`config.mk`:
```
export PLATFORM = sky130hd
export DESIGN_NAME = emulador_de_teclado_flat
export DESIGN_NICKNAME = d
export VERILOG_FILES = /design/src/rtl/emulador_de_teclado_if.sv /design/src/rtl/emulador_de_teclado.sv /design/src/flat_wrapper.sv
export SDC_FILE = /design/constraint.sdc
export NUM_CORES = 1
export LEC_CHECK = 0
export CAP_MARGIN = 10
export CORE_ASPECT_RATIO = 0.7
export CORE_UTILIZATION = 50
export CTS_BUF_LIST = sky130_fd_sc_hd__clkbuf_4
export DETAILED_ROUTE_END_ITERATION = 8
export GPL_TIMING_DRIVEN = 0
export PLACE_DENSITY_LB_ADDON = 0.05
export SETUP_SLACK_MARGIN = 0.02
export SLEW_MARGIN = 25
export SYNTH_ARGS = -nofsm -noshare
export SYNTH_HDL_FRONTEND = slang
export SYNTH_SLANG_ARGS = --single-unit
```
`constraint.sdc`:
```
create_clock -name clk -period 2.75 [get_ports clk]
set_input_delay 0.55 -clock clk [delete_from_list [all_inputs] [get_ports clk]]
set_output_delay 0.55 -clock clk [all_outputs]
set_load 0.02 [all_outputs]
```
`src/rtl/emulador_de_teclado_if.sv`:
```
// Key command handshake between the injecting side (master) and the keypad emulator (slave).
interface emulador_de_teclado_if;
  logic [3:0] key_value;
  logic       key_start;
  logic       key_ready;
  logic       busy;
  logic       done;
  logic       key_err;

  modport master (
    output key_value,
    output key_start,
    input  key_ready,
    input  busy,
    input  done,
    input  key_err
  );

  modport slave (
    input  key_value,
    input  key_start,
    output key_ready,
    output busy,
    output done,
    output key_err
  );
endinterface

```
`src/rtl/emulador_de_teclado.sv`:
```
// 4x4 membrane keypad emulator: answers the decoder's row scan with the column of a
// commanded key, closing the contact with bounce, press and release timing.
module emulador_de_teclado #(
  parameter int PRESS_CYCLES   = 200,
  parameter int RELEASE_CYCLES = 100,
  parameter int BOUNCE_TOGGLES = 3,
  parameter int BOUNCE_PERIOD  = 2
) (
  input  logic                  clk,
  input  logic                  rst,
  input  logic [3:0]            lin_matriz,
  output logic [3:0]            col_matriz,
  emulador_de_teclado_if.slave  key_if
);

  localparam int BURST = 2 * BOUNCE_TOGGLES;
  localparam int MAX_A = (PRESS_CYCLES > RELEASE_CYCLES) ? PRESS_CYCLES : RELEASE_CYCLES;
  localparam int MAX_B = (BOUNCE_PERIOD > BURST) ? BOUNCE_PERIOD : BURST;
  localparam int MAXP  = (MAX_A > MAX_B) ? MAX_A : MAX_B;
  localparam int CW    = (MAXP < 1) ? 1 : $clog2(MAXP + 1);

  localparam logic [CW-1:0] ZERO      = CW'(0);
  localparam logic [CW-1:0] ONE       = CW'(1);
  localparam logic [CW-1:0] L_PRESS   = CW'(PRESS_CYCLES - 1);
  localparam logic [CW-1:0] L_RELEASE = CW'(RELEASE_CYCLES - 1);
  localparam logic [CW-1:0] L_PERIOD  = CW'(BOUNCE_PERIOD - 1);
  localparam logic [CW-1:0] L_SUB     = CW'(BURST - 1);

  typedef enum logic [2:0] {
    S_IDLE       = 3'd0,
    S_BOUNCE_IN  = 3'd1,
    S_PRESSED    = 3'd2,
    S_BOUNCE_OUT = 3'd3,
    S_RELEASED   = 3'd4,
    S_DONE       = 3'd5
  } state_t;

  function automatic logic [3:0] key_row(input logic [3:0] k);
    case (k)
      4'h1, 4'h2, 4'h3: key_row = 4'b0111;
      4'h4, 4'h5, 4'h6: key_row = 4'b1011;
      4'h7, 4'h8, 4'h9: key_row = 4'b1101;
      4'hA, 4'h0, 4'hB: key_row = 4'b1110;
      default:          key_row = 4'b1111;
    endcase
  endfunction

  function automatic logic [3:0] key_col(input logic [3:0] k);
    case (k)
      4'h1, 4'h4, 4'h7, 4'hA: key_col = 4'b0111;
      4'h2, 4'h5, 4'h8, 4'h0: key_col = 4'b1011;
      4'h3, 4'h6, 4'h9, 4'hB: key_col = 4'b1101;
      default:                key_col = 4'b1111;
    endcase
  endfunction

  state_t        r_state;
  state_t        w_next_state;
  logic [CW-1:0] r_cnt;
  logic [CW-1:0] w_cnt_next;
  logic [CW-1:0] r_sub;
  logic [CW-1:0] w_sub_next;
  logic [3:0]    r_key;
  logic          w_accept;
  logic          w_bad_start;
  logic          r_contact;
  logic          w_contact_next;
  logic          w_ready_next;
  logic          w_busy_next;
  logic          w_done_next;
  logic          r_key_ready;
  logic          r_busy;
  logic          r_done;
  logic          r_key_err;
  logic [3:0]    w_row;
  logic [3:0]    w_col;

  // State register
  always_ff @(posedge clk or negedge rst) begin
    if (!rst) begin
      r_state <= S_IDLE;
    end else begin
      r_state <= w_next_state;
    end
  end

  // Next-state and counter logic; cnt times a phase or a bounce sub-interval, sub counts sub-intervals
  always_comb begin
    w_next_state = r_state;
    w_cnt_next   = r_cnt;
    w_sub_next   = r_sub;
    w_accept     = 1'b0;
    w_bad_start  = 1'b0;
    case (r_state)
      S_IDLE: begin
        if (key_if.key_start) begin
          if (key_if.key_value <= 4'hB) begin
            w_accept = 1'b1;
            if (BOUNCE_TOGGLES == 0) begin
              w_next_state = S_PRESSED;
              w_cnt_next   = L_PRESS;
            end else begin
              w_next_state = S_BOUNCE_IN;
              w_cnt_next   = L_PERIOD;
              w_sub_next   = L_SUB;
            end
          end else begin
            w_bad_start = 1'b1;
          end
        end else begin
          w_next_state = S_IDLE;
        end
      end
      S_BOUNCE_IN: begin
        if (r_cnt == ZERO) begin
          if (r_sub == ZERO) begin
            w_next_state = S_PRESSED;
            w_cnt_next   = L_PRESS;
          end else begin
            w_sub_next = r_sub - ONE;
            w_cnt_next = L_PERIOD;
          end
        end else begin
          w_cnt_next = r_cnt - ONE;
        end
      end
      S_PRESSED: begin
        if (r_cnt == ZERO) begin
          if (BOUNCE_TOGGLES == 0) begin
            w_next_state = S_RELEASED;
            w_cnt_next   = L_RELEASE;
          end else begin
            w_next_state = S_BOUNCE_OUT;
            w_cnt_next   = L_PERIOD;
            w_sub_next   = L_SUB;
          end
        end else begin
          w_cnt_next = r_cnt - ONE;
        end
      end
      S_BOUNCE_OUT: begin
        if (r_cnt == ZERO) begin
          if (r_sub == ZERO) begin
            w_next_state = S_RELEASED;
            w_cnt_next   = L_RELEASE;
          end else begin
            w_sub_next = r_sub - ONE;
            w_cnt_next = L_PERIOD;
          end
        end else begin
          w_cnt_next = r_cnt - ONE;
        end
      end
      S_RELEASED: begin
        if (r_cnt == ZERO) begin
          w_next_state = S_DONE;
        end else begin
          w_cnt_next = r_cnt - ONE;
        end
      end
      S_DONE: begin
        w_next_state = S_IDLE;
      end
      default: begin
        w_next_state = S_IDLE;
      end
    endcase
  end

  // Output decode of the upcoming state; sub counts down from an odd value, so its LSB marks closed phases
  always_comb begin
    w_contact_next = 1'b0;
    w_ready_next   = (w_next_state == S_IDLE);
    w_busy_next    = (w_next_state != S_IDLE);
    w_done_next    = (w_next_state == S_DONE);
    case (w_next_state)
      S_BOUNCE_IN:  w_contact_next = w_sub_next[0];
      S_PRESSED:    w_contact_next = 1'b1;
      S_BOUNCE_OUT: w_contact_next = ~w_sub_next[0];
      default:      w_contact_next = 1'b0;
    endcase
  end

  // Counters and latched key
  always_ff @(posedge clk or negedge rst) begin
    if (!rst) begin
      r_cnt <= ZERO;
      r_sub <= ZERO;
      r_key <= 4'hF;
    end else begin
      r_cnt <= w_cnt_next;
      r_sub <= w_sub_next;
      if (w_accept) begin
        r_key <= key_if.key_value;
      end else begin
        r_key <= r_key;
      end
    end
  end

  // Registered contact and handshake outputs
  always_ff @(posedge clk or negedge rst) begin
    if (!rst) begin
      r_contact   <= 1'b0;
      r_key_ready <= 1'b1;
      r_busy      <= 1'b0;
      r_done      <= 1'b0;
      r_key_err   <= 1'b0;
    end else begin
      r_contact   <= w_contact_next;
      r_key_ready <= w_ready_next;
      r_busy      <= w_busy_next;
      r_done      <= w_done_next;
      r_key_err   <= w_bad_start;
    end
  end

  // The decoder samples columns in the same cycle it drives rows, so this path has no register
  assign w_row      = key_row(r_key);
  assign w_col      = key_col(r_key);
  assign col_matriz = (r_contact && (lin_matriz == w_row)) ? w_col : 4'b1111;

  assign key_if.key_ready = r_key_ready;
  assign key_if.busy      = r_busy;
  assign key_if.done      = r_done;
  assign key_if.key_err   = r_key_err;

endmodule

```
`src/flat_wrapper.sv`:
```
// flat-port wrapper written by rule: the top's interface ports become plain ports
module emulador_de_teclado_flat 
#(
  parameter int PRESS_CYCLES   = 200,
  parameter int RELEASE_CYCLES = 100,
  parameter int BOUNCE_TOGGLES = 3,
  parameter int BOUNCE_PERIOD  = 2
)
  (clk, rst, lin_matriz, col_matriz, key_if_key_value, key_if_key_start, key_if_key_ready, key_if_busy, key_if_done, key_if_key_err);
  emulador_de_teclado_if key_if_i ();
  input  logic clk;
  input  logic rst;
  input  logic [3:0] lin_matriz;
  output logic [3:0] col_matriz;
  input wire logic [$bits(key_if_i.key_value)-1:0] key_if_key_value;
  input wire logic [$bits(key_if_i.key_start)-1:0] key_if_key_start;
  output wire logic [$bits(key_if_i.key_ready)-1:0] key_if_key_ready;
  output wire logic [$bits(key_if_i.busy)-1:0] key_if_busy;
  output wire logic [$bits(key_if_i.done)-1:0] key_if_done;
  output wire logic [$bits(key_if_i.key_err)-1:0] key_if_key_err;
  assign key_if_i.key_value = key_if_key_value;
  assign key_if_i.key_start = key_if_key_start;
  assign key_if_key_ready = key_if_i.key_ready;
  assign key_if_busy = key_if_i.busy;
  assign key_if_done = key_if_i.done;
  assign key_if_key_err = key_if_i.key_err;
  emulador_de_teclado #(.PRESS_CYCLES(PRESS_CYCLES), .RELEASE_CYCLES(RELEASE_CYCLES), .BOUNCE_TOGGLES(BOUNCE_TOGGLES), .BOUNCE_PERIOD(BOUNCE_PERIOD)) u_core (.clk(clk), .rst(rst), .lin_matriz(lin_matriz), .col_matriz(col_matriz), .key_if(key_if_i));
endmodule
```
======== Yosys cells after proc, flatten, opt, wreduce, memory -nomap -nowiden ========
Memories as Yosys holds them, arrays and structs flattened.
Index checks and enable logic that the tools add are counted.
cells by class
  reductions and logical operators ........ 11
  bitwise operators ....................... 1
  multiplexer cells ....................... 32
  $add $sub $neg .......................... 2
  eq/ne operators ......................... 15
  order comparisons ....................... 1
operators with widths
  operator             count
  $mux 8               12
  $pmux 8 s5           1
  $mux 3               8
  $pmux 8 s3           1
  $logic_not 8->1      2
  $sub 8x1->8 const B  2
  $pmux 3 s5           1
  $eq 3x2->1 const B   4
  $mux 7               1
  $eq 3x1->1 const B   2
  $eq 3x3->1 const B   2
  $logic_not 3->1      2
  $mux 1               6
  $ne 2x1->1 const B   3
  $ne 2x2->1 const B   3
  $reduce_and 6->1     1
  $reduce_bool 3->1    2
  $reduce_bool 5->1    1
  $eq 4x4->1           1
  $le 4x4->1 const B   1
  $mux 4               1
  $reduce_and 4->1     1
  $pmux 1 s3           1
  $reduce_or 2->1      1
  2 further kinds      2
word-level totals
  ROM bits ................................ 112
  memories ................................ 2
  bits of input ports ..................... 11
  output and inout bits ................... 8
  bits in registers ....................... 28
memory list
  memory            words  bits a word  read ports  clocked after Yosys merged registers in  wr ports  line                       text
  (name not given)  16     4            1           0                                        0         emulador_de_teclado.sv:39  case (k)
  (name not given)  16     3            1           0                                        0         emulador_de_teclado.sv:49  case (k)

======== Depth between registers and ports, before layout ========
  depth after elaboration ................. 6
  depth in mapped cells ................... 8

======== Worst setup path after synthesis ========
No wires, ideal clock.
  path type ............................... register to output
  start point ............................. reg u_core.r_key[0]
  end point ............................... out col_matriz[3]
  required time ........................... 2.200 ns
  slack ................................... 0.486 ns
  cell stages (with the launch flop) ...... 8
  arrival time ............................ 1.714 ns
  buffers on the path ..................... 0
  cell sequence ........................... dfstp_2 -> inv_1 -> ha_1 -> nor3_1 -> xor2_1 -> nand3_1 -> nor3_1 -> o21ai_0
between the ends
  cells in the longest elaborated chain, start to end .. 4
  elaborated cells on any way between the ends .. 5
  those cells by class .................... eq/ne (1); mux (1); reduce/logical (1); memory (2)
RTL lines
  element                 line                        text
  start, declared         emulador_de_teclado.sv:63   logic [3:0] r_key;
  start signal, assigned  emulador_de_teclado.sv:194  r_key <= key_if.key_value;
  start signal, assigned  emulador_de_teclado.sv:196  r_key <= r_key;
  $mem_v2 16x4            n/a
  $eq 4x4->1              emulador_de_teclado.sv:221  assign col_matriz = (r_contact && (lin_matriz == w_row)) ? w_col : 4'b1111;
  $logic_and 1x1->1       emulador_de_teclado.sv:221
  $mux 4 *                emulador_de_teclado.sv:221
  end, declared           flat_wrapper.sv:14          output logic [3:0] col_matriz;
Every way passes the cells marked *; elsewhere a longest branch is shown, timed or not.

======== Worst setup path in the final report ========
Same ends and word-level chain as after synthesis.

==> results.md <==
Worst setup path:
- The arrival time at the worst endpoint is 2.09 ns.
- The required time at the endpoint of the critical path is 2.20 ns.
- The most numerous cell type found on the critical path is buf_4.
- The maximum fanout along the worst path is 3.
- In this run the register-to-register setup slack is 0.27 ns.
- The kind of critical path is reg -> out.
- The largest delay contributor family on the critical path is flip-flops.
- In this run the critical register-to-register path is captured at u_core.r_contact.
- The worst setup path is launched from a flip-flop.
- The critical path goes through buf_4 > ha_1 > nor2b_2 > a22oi_1 > xor2_1 > nor3_2 > o21ai_1 > buf_4.
- The worst setup path is captured at an output pin.
- The logic depth of the worst register-to-register path is 7.
- In this run the critical register-to-register path is launched from u_core.r_cnt[0].
- The largest stage delay on the critical path is 0.60 ns.
- The worst path buffer plus inverter count is 2.
- The master of the slowest instance on the critical path is dfstp_2.

Yosys:
- Yosys printed 0 warnings.
- Of all flip-flops after synthesis, the portion carrying an async set or reset was 100%.
- The post-synthesis net count is 238.
- The part of the Yosys area used for sequential elements is 36.8%.
- The count of unique library cells instantiated by Yosys is 54.
- The most frequently used flop master after synthesis is dfrtp_1.
- The number of enable flip-flop cells after synthesis is 0.
- The mean area per synthesized cell is 8.82 µm².
- In this run, synthesis produced a sequential element count of 28.
- The instance count of the mapped netlist is 218.
- In this run the cell area of the synthesized design comes to 1920 µm².
- In the synthesized netlist, the cells that appear most often are dfrtp_1, nor2_1, o21ai_0.
- The biggest area contributor in the post-synthesis netlist is dfrtp_1.
- The cell with the most instances after synthesis is dfrtp_1.
- The share of Yosys cell area claimed by the top area cell type is 29.9%.
- Sorting the synthesized cells by area gives the leading types as dfrtp_1, dfstp_2, ha_1.

Global route:
- The total congestion overflow is 0.
- The first global-routing pass estimated 7390 µm of wire.
- The number of global-route vias before repair came to 1580.
- The number of antenna violations at the first check in global routing came to 0.
- The maximum number of pins on one net before global-route repair is 29.
- The overall global routing resource usage is 23.3%.

Timing:
- For the final database, setup skew stands at 0.00837 ns.
- The clock period minus worst slack is 2.64 ns.
- The final worst-path setup slack is 0.115 ns.
- Setup repair after global routing could not meet its margin everywhere.
- The number of hold violations in the final report came to 0.
- The max-slew violation total from the final report is 0.
- The worst-margin pin slew is 0.686 ns.
- The highest clock frequency the design can meet is 0.379 GHz.
- The share of the clock period used by the worst path after layout is 95.8%.
- The number of endpoints failing setup at the final stage is 0.
- Measured against its own limit, the worst slew margin works out to 54.0%.
- Setup total negative slack on the finished layout was measured at 0 ns.

CTS:
- The clock sink count is 28.
- The clock tree from TritonCTS is done.
- The deepest clock path buffer count is 2.
- The number of buffers created by CTS is 3.
- CTS placed an instance of clkbuf_4 at the clock tree root.
- The clock-pin slew on the worst setup and hold paths is 0.16 ns.
- The deepest level of the CTS H-tree is 1.
- The clock insertion delay at the later pin of the skew report is 0.34 ns.

Place:
- The final weighted congestion in routability-driven placement is 0.895.
- After detailed placement, the design holds a cell count of 285.
- The detailed placer's ending HPWL is 3160 µm.
- OpenSTA, run right after detailed placement, puts the worst setup slack at -0.0404 ns.
- Port buffering added 17 buffers.

Drt:
- The routed via count divided by cell count is 5.83.
- Once detail routing completed, the nets flagged for antenna violations numbered 0.
- The detailed-route wire length is 4440 µm.
- The length of the first detailed-routing pass in iterations is 5.
- The detailed router finished its first iteration with 90 violations.
- Dividing the detail-routed wire length by the instance count gives 15.1 µm.
- The number of remaining DRC errors is 0.
- For this block, the via count after detailed routing is 1708.

Floorplan:
- In this run the horizontal extent of the chip is 76.1 µm.
- The die covers 4100 µm².
- The floorplan step defined a core boundary enclosing 3600 µm².
- The vertical die dimension is 53.9 µm.
- Pin placement for this block handled 19 I/O pins.
- The number of rows in the core area is 18.
- The effective utilization at floorplan is 53.4%.

Power and ir drop:
- The power per unit of standard cell area is 320 nW/µm².
- The static leakage power is 0.880 nW.
- The maximum vdd ir drop is 0.241 mV.

Cells and area:
- The total inserted antenna cells is 0.
- The post-route netlist has 17.3% of its cells at a drive strength greater than 1.
- The number of nets in the finished design is 264.
- For this run, the number of standard cells in the final layout without fillers is 293.
- The area growth from synthesis to layout is 17.8%.
- The utilization after layout is 62.8%.

Status:
- The flow ran to the end, and the final reports show no timing, DRC or antenna violations.

Run:
- The number of maximum-capacitance violations is 0.

Hold path:
- The worst hold path class is in -> async.
==> worst max-delay path by stage <==
| stage | startpoint | endpoint | slack [ns] | depth (start not counted) |
|---|---|---|---|---|
| 2_1_floorplan | u_core.r_key[0] | col_matriz[3] | 0.49 | 7 |
| 3_3_place_gp | u_core.r_key[0] | col_matriz[3] | -0.04 | 8 |
| 3_5_place_dp | u_core.r_key[0] | col_matriz[3] | -0.04 | 8 |
| 4_1_cts | u_core.r_key[0] | col_matriz[3] | 0.007 | 8 |
| 5_1_grt | u_core.r_key[0] | col_matriz[3] | -0.006 | 8 |
| 6_report | u_core.r_key[0] | col_matriz[3] | 0.11 | 8 |
==> routing by layer <==
| layer | wire length, µm | GRT usage, % | up-vias |
|---|---|---|---|
| li1 | - | - | 838 |
| met1 | 2050 | 30.8 | 805 |
| met2 | 2040 | 40.0 | 63 |
| met3 | 339 | 6.44 | 2 |
| met4 | 16 | 3.21 | 0 |
| met5 | 0 | 0 | - |
==> registers in the layout (all words and copies together), names as in the netlist <==
register / count
u_core.key_if.busy: 1
u_core.r_state: 3
u_core.r_cnt: 8
u_core.r_key: 4
u_core.key_if.key_ready: 1
u_core.key_if.key_err: 1
u_core.r_sub: 8
u_core.key_if.done: 1
u_core.r_contact: 1
==> stage by stage <==
stage               area (µm²)  power, mW  hold WS, ns
finish                    2260      0.724        0.192
floorplan                 1920      0.428        0.254
detailed placement        2150      0.453        0.510
global route              2260      0.751        0.218
CTS                       2230      0.731        0.211
global placement          2160      0.453        0.509
==> placed cells by master, fill, tap and decap left out, drive strengths merged, types with 3 or more instances in the layout <==
master,count
or3,6
nand3,11
nand2b,4
mux2i,4
and3,3
clkbuf,12
nor3b,4
dfrtp,23
o211ai,4
dfstp,5
inv,10
a211oi,3
a21oi,5
nor4,5
buf,9
a31oi,4
or4,3
ha,9
xor2,7
nor3,10
o21ai,20
nand2,15
clkdlybuf4s50,13
or2,4
nor2,20
==> power by group <==
| group | switching [mW] | total (mW) | leakage, nW | internal [mW] |
|---|---|---|---|---|
| logic | 0.0175 | 0.0334 | 0.561 | 0.0159 |
| clock network | 0.131 | 0.279 | 0.0279 | 0.148 |
| registers | 0 | 0.412 | 0.291 | 0.412 |
| total | 0.148 | 0.724 | 0.880 | 0.576 |
==> cell families after synthesis <==
kind of cell	Yosys count	synth area share, %
AND/OR/NAND/NOR	96	29.3
flip-flops	28	36.8
AO/OA/AOI/OAI	50	16.5
multiplexers	5	2.67
XOR/XNOR	9	4.10
other	1	0.195
adder cells (fa/ha/maj)	9	5.86
buffers and inverters	20	4.55
==> repair_timing <==
action                     CTS  global route
cloned                       0             0
hold buffers                 0             0
pin swaps                    0             5
setup endpoints to repair    3             3
resized for setup           12            14
setup buffers                2             2
==> area by class of cell <==
type	count	area, µm²
Inverter	10	42.5
Clock inverter	1	30.0
Timing Repair Buffer	21	183
Buffer	10	52.6
Fill cell	319	1340
Clock buffer	3	22.5
Sequential cell	28	707
Multi-Input combinational cell	170	1160
Tap cell	50	62.6
No activity file was read; power rests on OpenSTA's default activity.
